### src/rtl/serializador_p2s_if.sv
// Byte-stream link between the 2:1 lane mux and the serializer.
// The mux drives data/valid and watches ready; the serializer consumes.
interface serializador_p2s_if;
  logic [7:0] data_in;
  logic       valid_in;
  logic       ready;

  modport master (
    output data_in,
    output valid_in,
    input  ready
  );

  modport slave (
    input  data_in,
    input  valid_in,
    output ready
  );
endinterface

### src/rtl/serializador_p2s.sv
// Parallel-to-serial stage: sends a COM preamble after reset, then one byte per
// 8 clks MSB first, substituting IDLE_CHAR for any slot without a valid byte.
module serializador_p2s #(
  parameter logic [7:0]  COM_CHAR   = 8'hBC,
  parameter logic [7:0]  IDLE_CHAR  = 8'h7C,
  parameter int unsigned SYNC_COUNT = 4
) (
  input  logic              clk,
  input  logic              reset,
  serializador_p2s_if.slave bus,
  output logic              data_out,
  output logic              load,
  output logic              sync_done
);

  localparam logic [0:0] ST_SYNC   = 1'b0;
  localparam logic [0:0] ST_ACTIVE = 1'b1;
  localparam logic [3:0] SYNC_LAST = 4'(SYNC_COUNT - 1);

  logic [0:0] state_reg,     state_next;
  logic [2:0] bit_cnt_reg,   bit_cnt_next;
  logic [3:0] sync_cnt_reg,  sync_cnt_next;
  logic [7:0] shift_reg,     shift_next;
  logic       load_reg,      load_next;
  logic       sync_done_reg, sync_done_next;

  logic       load_edge;
  logic [7:0] shifted;

  assign load_edge = (bit_cnt_reg == 3'd0);

  // Left shift with zero fill; bit 7 is always the bit on the wire.
  assign shifted[0] = 1'b0;
  generate
    for (genvar gi = 1; gi < 8; gi++) begin : g_shift
      assign shifted[gi] = shift_reg[gi-1];
    end
  endgenerate

  always_comb begin
    state_next     = state_reg;
    bit_cnt_next   = bit_cnt_reg + 3'd1;
    sync_cnt_next  = sync_cnt_reg;
    shift_next     = shifted;
    load_next      = 1'b0;
    sync_done_next = sync_done_reg;

    if (load_edge) begin
      if (state_reg == ST_SYNC) begin
        shift_next    = COM_CHAR;
        sync_cnt_next = sync_cnt_reg + 4'd1;
        // Leave SYNC on the edge that loads the last COM of the preamble.
        if (sync_cnt_reg == SYNC_LAST) begin
          state_next     = ST_ACTIVE;
          sync_done_next = 1'b1;
        end
      end else if (bus.valid_in) begin
        shift_next = bus.data_in;
        load_next  = 1'b1;
      end else begin
        shift_next = IDLE_CHAR;
      end
    end
  end

  always_ff @(posedge clk or negedge reset) begin
    if (!reset) begin
      state_reg     <= ST_SYNC;
      bit_cnt_reg   <= 3'd0;
      sync_cnt_reg  <= 4'd0;
      shift_reg     <= 8'h00;
      load_reg      <= 1'b0;
      sync_done_reg <= 1'b0;
    end else begin
      state_reg     <= state_next;
      bit_cnt_reg   <= bit_cnt_next;
      sync_cnt_reg  <= sync_cnt_next;
      shift_reg     <= shift_next;
      load_reg      <= load_next;
      sync_done_reg <= sync_done_next;
    end
  end

  assign bus.ready = (state_reg == ST_ACTIVE) && load_edge;
  assign data_out  = shift_reg[7];
  assign load      = load_reg;
  assign sync_done = sync_done_reg;

endmodule

### src/flat_wrapper.sv
// flat-port wrapper written by rule: the top's interface ports become plain ports
module serializador_p2s_flat 
#(
  parameter logic [7:0]  COM_CHAR   = 8'hBC,
  parameter logic [7:0]  IDLE_CHAR  = 8'h7C,
  parameter int unsigned SYNC_COUNT = 4
)
  (clk, reset, data_out, load, sync_done, bus_data_in, bus_valid_in, bus_ready);
  serializador_p2s_if bus_i ();
  input  logic clk;
  input  logic reset;
  output logic data_out;
  output logic load;
  output logic sync_done;
  input wire logic [$bits(bus_i.data_in)-1:0] bus_data_in;
  input wire logic [$bits(bus_i.valid_in)-1:0] bus_valid_in;
  output wire logic [$bits(bus_i.ready)-1:0] bus_ready;
  assign bus_i.data_in = bus_data_in;
  assign bus_i.valid_in = bus_valid_in;
  assign bus_ready = bus_i.ready;
  serializador_p2s #(.COM_CHAR(COM_CHAR), .IDLE_CHAR(IDLE_CHAR), .SYNC_COUNT(SYNC_COUNT)) u_core (.clk(clk), .reset(reset), .bus(bus_i), .data_out(data_out), .load(load), .sync_done(sync_done));
endmodule
### config.mk
export PLATFORM = sky130hd
export DESIGN_NAME = serializador_p2s_flat
export DESIGN_NICKNAME = d
export VERILOG_FILES = /design/src/rtl/serializador_p2s_if.sv /design/src/rtl/serializador_p2s.sv /design/src/flat_wrapper.sv
export SDC_FILE = /design/constraint.sdc
export NUM_CORES = 1
export LEC_CHECK = 0
export BUFFER_PORTS_ARGS = -buffer_cell sky130_fd_sc_hd__buf_2
export CAP_MARGIN = 20
export CORE_MARGIN = 1.5
export CORE_UTILIZATION = 54
export DETAILED_ROUTE_END_ITERATION = 6
export PLACE_DENSITY_LB_ADDON = 0.05
export SLEW_MARGIN = 20
export SYNTH_ARGS = -nofsm -noshare
export SYNTH_HDL_FRONTEND = slang
export SYNTH_SLANG_ARGS = --single-unit
export TNS_END_PERCENT = 5
### constraint.sdc
create_clock -name clk -period 3.2 [get_ports clk]
set_clock_uncertainty 0.15 [all_clocks]
set_input_delay 0.64 -clock clk [delete_from_list [all_inputs] [get_ports clk]]
set_output_delay 0.64 -clock clk [all_outputs]
set_load 0.005 [all_outputs]
==> results of run 1 <==
## worst paths after layout
check                           slack, ns             startpoint                    end
worst max-delay path                 0.92  u_core.bit_cnt_reg[0]              bus_ready
worst min-delay path                 0.10                  reset    u_core.shift_reg[7]
worst max register to register       1.63  u_core.bit_cnt_reg[0]    u_core.shift_reg[2]
worst min register to register       0.31  u_core.bit_cnt_reg[0]  u_core.bit_cnt_reg[0]
max in group asynchronous            2.53                  reset  u_core.bit_cnt_reg[0]
min in group clk                     0.31  u_core.bit_cnt_reg[0]  u_core.bit_cnt_reg[0]
## layout by cell type (no fill, tap or decap), drive strengths merged
master  instances
xnor2           2
mux2            1
inv             4
nand2b          1
dfrtp          18
nand4           1
a22o            1
o21ai           2
a21o            2
xor2            2
and2            2
ha              3
nor2            1
nand2           3
o22a            4
buf            15
nand3           1
a31oi           1
clkbuf          4
nor2b           1
nor3b           2
## layer usage
layer | vias up | global-route usage [%] | part of all wire, %
met3 | 2 | 3.41 | 3.2
met1 | 196 | 22.4 | 50
met5 | - | 0 | 0
li1 | 220 | - | -
met4 | 0 | 10.3 | 0.99
met2 | 6 | 24.6 | 46
## power by group
group / leakage, nW / internal [mW] / switching [mW] / total (mW)
clock network: 0.0210 / 0.0692 / 0.0657 / 0.135
logic: 0.185 / 0.00876 / 0.00808 / 0.0168
registers: 0.208 / 0.233 / 0.00149 / 0.234
## cell families after synthesis
kind of cell / count (synthesis) / share of synthesized area, %
adder cells (fa/ha/maj): 3 / 5.25
XOR/XNOR: 4 / 4.90
buffers and inverters: 5 / 3.15
AND/OR/NAND/NOR: 12 / 11.6
multiplexers: 1 / 1.58
AO/OA/AOI/OAI: 10 / 10.5
flip-flops: 18 / 63.0
## through the flow
stage	worst slack [ns]	instances	hold WS [ns]	utilization (%)
2_1_floorplan	1.40	53	0.194	-
6_report	0.917	85	0.104	71.6
3_3_place_gp	1.26	81	0.278	68.5
3_5_place_dp	1.23	81	0.289	68.5
4_1_cts	0.902	85	0.111	71.6
5_1_grt	0.825	85	0.132	71.6
## synth_stat cells, types with 2 or more instances
master,count
ha_1,3
inv_1,3
o22a_1,4
nand2_1,3
xor2_1,2
dfrtp_1,18
o21ai_0,2
and2_1,2
a21o_1,2
xnor2_1,2
## final cells by class
cell class / instances / share of cell area (%)
Sequential cell: 18 / 53.7
Multi-Input combinational cell: 30 / 28.8
Timing Repair Buffer: 15 / 9.25
Clock buffer: 4 / 4.33
Tap cell: 14 / 2.09
Inverter: 4 / 1.79
==> metrics.md, run 1 <==
| Metric | Value |
|---|---|
| Hold crit path type | `in2async` |
| Critical path capture point type | `primary output` |
| Fill count | `85` |
| Initial DRT Pass Iterations | `4` |
| Vias | `roughly 420` |
| Register area | `between 400 and 500 µm²` |
| Status | `finished clean` |
| Via density | `about 5` |
| Critical Path RT | `between 2 and 2.5 ns` |
| Post-Route WL | `about 1.0 mm` |
| Pwr dens | `around 460 nW/µm²` |
| CP max stage cell | `dfrtp_1` |
| Crit Path Category | `reg2out` |
| Post-synth EDFFs | `0` |
| Post-CTS Setup Bufs | `0` |
| Avg WL per Cell | `about 12 µm` |
| Inserted Clock Buffers | `3` |
| Synth top area share | `between 60 and 70%` |
| Area leader, netlist | `dfrtp_1` |
| CP arrival | `roughly 1.5 ns` |
| Worst Setup Start Kind | `flop` |
| Port-buffer cells | `14` |
| Prevailing post-synth register cell | `dfrtp_1` |
| Worst Path Buf+Inv | `3` |
| CP Cell Sequence | `inv_1, ha_1, nor2b_1, buf_4, and2_1, buf_2` |
| Die width | `between 30 and 40 µm` |
| Top Ports | `15` |
| YS warnings | `0` |
| Placed instance area | `between 800 and 900 µm²` |
| Iteration-0 DRC Markers | `5` |
| Crit path max-delay family | `flip-flops` |
| Mapped Avg Cell Area | `roughly 13 µm²` |
| Global-route wire length before repair | `~1.6 mm` |
| Synth Net Count | `67` |
| Die height | `roughly 40 µm` |
| Min Tclk post-route | `between 2 and 2.5 ns` |
| FF+latch count, synth | `18` |
| Mapped Cells | `53` |
| Post-DP HPWL | `769 µm` |
| Initial Util | `61.0%` |
| Initial antenna violation count | `0` |
| Clk slew on worst S/H paths | `about 0.10 ns` |
| Clock Sinks | `18` |
| Die ar. | `1550 µm²` |
| Period utilization | `a little under three quarters` |
| FF-to-FF path depth | `6` |
| Distinct cell type count after synthesis | `22` |
| ANT nets after route | `0` |
| Layout cells sized above 1 | `about a third` |
| H-Tree Depth | `1` |
| Setup TNS | `0 ns` |
| GRT overflow | `0` |
| Maxcap violations | `0` |
| Core area | `between 1000 and 1500 µm²` |
| VDD IR-drop max | `approximately 0.26 mV` |
| Static Leak | `around 0.41 nW` |
| Post-synthesis instance area | `714 µm²` |
| Rel. slew slack | `75.1%` |
| Diodes inserted | `0` |
| Setup violations, final | `0` |
| Design Power | `~390 µW` |
| Max FFs per register | `8` |
| Final instance area | `around 840 µm²` |
| CTS Root Cell | `clkbuf_4` |
| Drc violations | `0` |
| Pin count of the biggest net entering global routing | `19` |
| Num rows | `12` |
| RSZ-0062 raised after global routing | `false` |
| Final #Nets | `86` |
| CP Depth | `6` |
| CP max stage delay | `around 0.36 ns` |
| Via count of the first global-routing pass | `400` |
| Area of the multi-input gates | `between 200 and 250 µm²` |
| Synthesis-to-finish area growth | `17.3%` |
| Clock buffer depth | `2` |
| Final Hold Viols | `0` |
| Top cells by area, synth | `dfrtp_1, ha_1, o22a_1` |
| Post-CTS Resized | `0` |
| Sequential fraction of the synthesis area | `between 60% and 70%` |
| Hold-fix buffers at CTS | `0` |
| CTS tree | `yes` |
| Routability Congestion | `just over 0.7` |
| Worst-margin pin slew | `0.374 ns` |
| Asr flop ratio synth | `between 90% and 100%` |
| GRT Overall Usage | `roughly 17%` |
| CP max FO | `9` |
| Maximum clock rate | `between 0.4 and 0.5 GHz` |
| Worst-Skew Late Latency | `approximately 0.28 ns` |
| Final slew viol count | `0` |
(Power assumes the default switching activity.)
==> run 2: changes to the inputs <==
- ABC_AREA: default -> 1
- CORE_UTILIZATION: 54 -> 51
- clock period: 3.2 -> 2.3 ns (I/O delays scaled with it)
==> run 2 against run 1 <==
  * Final area grew 5.2%
  * Die area grew 13%
  * Setup slack worse by 0.67 ns
  * Total power up 29%
  * Critical path depth fell by 1
  * Register-to-register slack got worse by 0.81 ns
  * Hold slack gained 0.12 ns
  * Critical path type unchanged
  * Via count up 32%
  * Sequential power grew 39%
  * Core utilization fell by 6.2 points
  * Count of clock-buffer cells in the layout shrank 1
  * Flip-flop and latch count is the same
  * Critical endpoint unchanged
==> metrics.md, run 2 <==
| Metric | Value |
|---|---|
| Vias | `560` |
| Util after Layout | `65.3%` |
| Synth top area share | `58.6%` |
| Min Tclk post-route | `around 2 ns` |
| Worst-margin pin slew | `between 0.3 and 0.4 ns` |
| Global-route wire length before repair | `2.26 mm` |
| Synth Net Count | `96` |
| Post-DP HPWL | `about 950 µm` |
| CP max stage delay | `roughly 0.39 ns` |
| CP max stage cell | `dfrtp_1` |
| Clock Sinks | `18` |
| Hold-fix buffers at CTS | `1` |
| Hold crit path type | `in2reg` |
| Drc violations | `0` |
| Die ar. | `approximately 1700 µm²` |
| Asr flop ratio synth | `100%` |
| Final #Nets | `115` |
| CTS tree | `yes` |
| Routability Congestion | `around 0.70` |
| Pwr dens | `about 570 nW/µm²` |
| Inserted Clock Buffers | `3` |
| RSZ-0062 raised after global routing | `false` |
| Design Power | `between 400 and 500 µW` |
| Post-synthesis instance area | `about 770 µm²` |
| Period utilization | `between 80 and 90%` |
| Num rows | `13` |
| Initial Util | `a little under three fifths` |
| FF+latch count, synth | `18` |
| Mapped Cells | `between 80 and 90` |
| Distinct cell type count after synthesis | `17` |
| VDD IR-drop max | `~0.34 mV` |
| Via count of the first global-routing pass | `about 530` |
| Avg WL per Cell | `between 10 and 15 µm` |
| Final slew viol count | `0` |
| Final std cells w/o fill | `114` |
| CP arrival | `1.44 ns` |
| Status | `finished clean` |
| Layout cells sized above 1 | `around a quarter` |
| GRT overflow | `0` |
| H-Tree Depth | `1` |
| Clock buffer depth | `2` |
| ANT nets after route | `0` |
| Worst-Skew Late Latency | `between 0.2 and 0.3 ns` |
| Placed insts | `110` |
| Worst Setup Start Kind | `flop` |
| Most frequent cells in the layout | `nand2_1, dfrtp_1, buf_2` |
| Crit path max-delay family | `flip-flops` |
| Maxcap violations | `0` |
| CP Cell Sequence | `inv_1, ha_1, nand2_2, nor2_2, buf_2` |
| Initial DRT Pass Iterations | `2` |
| Max FFs per register | `8` |
| Static Leak | `approximately 0.48 nW` |
| Rel. slew slack | `around three quarters` |
| Count leader, synth | `nand2_1` |
| Die width | `around 42 µm` |
| Mapped Avg Cell Area | `9.37 µm²` |
| Port-buffer cells | `14` |
| Core area | `roughly 1400 µm²` |
| Top cells by area, synth | `dfrtp_1, nand2_1, ha_1` |
| Final Hold Viols | `0` |
| Diodes inserted | `0` |
| Maximum clock rate | `around 0.49 GHz` |
| CTS Root Cell | `clkbuf_4` |
| Synthesis-to-finish area growth | `14.8%` |
| YS warnings | `0` |
| Sequential fraction of the synthesis area | `around 59%` |
| Post-CTS Resized | `0` |
| Post-synth EDFFs | `0` |
| Critical Path RT | `between 1.5 and 2 ns` |
| Critical path capture point type | `primary output` |
| Post-CTS Setup Bufs | `0` |
| Die height | `roughly 42 µm` |
| Pin count of the biggest net entering global routing | `19` |
| Crit Path Category | `reg2out` |
| Top Ports | `15` |
| Initial antenna violation count | `0` |
| CP max FO | `12` |
| Clk slew on worst S/H paths | `around 0.09 ns` |
| Placed instance area | `850 µm²` |
| Prevailing post-synth register cell | `dfrtp_1` |
| Commonest cells in the netlist | `nand2_1, dfrtp_1, inv_1` |
| Setup violations, final | `0` |
| Area leader, netlist | `dfrtp_1` |
| GRT Overall Usage | `17.5%` |
| Most common cell after layout, fill and taps aside | `nand2_1` |
| Post-Route WL | `1.26 mm` |
| Setup TNS | `0 ns` |
| Final instance area | `between 800 and 900 µm²` |
| Iteration-0 DRC Markers | `5` |
| Via density | `4.91` |
| Worst Path Buf+Inv | `2` |
-- run 2: area by class of cell --
| class | instances | area, µm² |
|---|---|---|
| sequential | 18 | 450 |
| multi-input combinational | 50 | 262 |
| tap | 15 | 18.8 |
| inverter | 13 | 48.8 |
| fill | 125 | 468 |
| clock buffer | 3 | 22.5 |
| timing repair buffer | 15 | 80.1 |
-- run 2: path summary, 6_finish.rpt --
path,start,endpoint,slack [ns],cells past startpoint
min in group asynchronous,reset,u_core.shift_reg[7],0.48,2
worst min register to register,u_core.shift_reg[5],u_core.shift_reg[6],0.31,2
worst max-delay path,u_core.bit_cnt_reg[0],bus_ready,0.25,5
worst max register to register,u_core.bit_cnt_reg[0],u_core.sync_cnt_reg[2],0.82,7
worst min-delay path,bus_data_in[0],u_core.shift_reg[0],0.23,3
max in group asynchronous,reset,u_core.state_reg,1.23,2
-- run 2: metal layers --
layer	share of wire, %	vias to the layer above	global-route usage [%]
li1	-	288	-
met1	45	259	20.2
met2	50	9	28.7
met3	2.6	4	5.22
met4	1.7	0	9.68
met5	0	-	0
-- run 2: cells by family after synthesis --
group | share of synthesized area [%]
buffers and inverters | 7.33
XOR/XNOR | 2.28
adder cells (fa/ha/maj) | 4.89
AND/OR/NAND/NOR | 20.7
AO/OA/AOI/OAI | 6.19
flip-flops | 58.6
-- run 2: metrics by stage --
stage	hold WS, ns	worst slack, ns
finish	0.227	0.246
global placement	0.259	0.646
global route	0.200	0.147
CTS	0.211	0.221
detailed placement	0.258	0.554
floorplan	0.0144	0.891
-- run 2: worst reg2reg max path, delay by kind of cell, from the launching register on --
| kind | cells | cell delay (ns) |
|---|---|---|
| fa+ha+maj | 1 | 0.20 |
| buf+inv | 2 | 0.14 |
| flops | 1 | 0.39 |
| simple gates | 4 | 0.49 |
-- run 2: power by group --
part	switching [mW]	internal [mW]	leakage (nW)
registers	0.00193	0.324	0.208
logic	0.0154	0.0129	0.257
clock network	0.0844	0.0607	0.0138
total	0.102	0.397	0.479
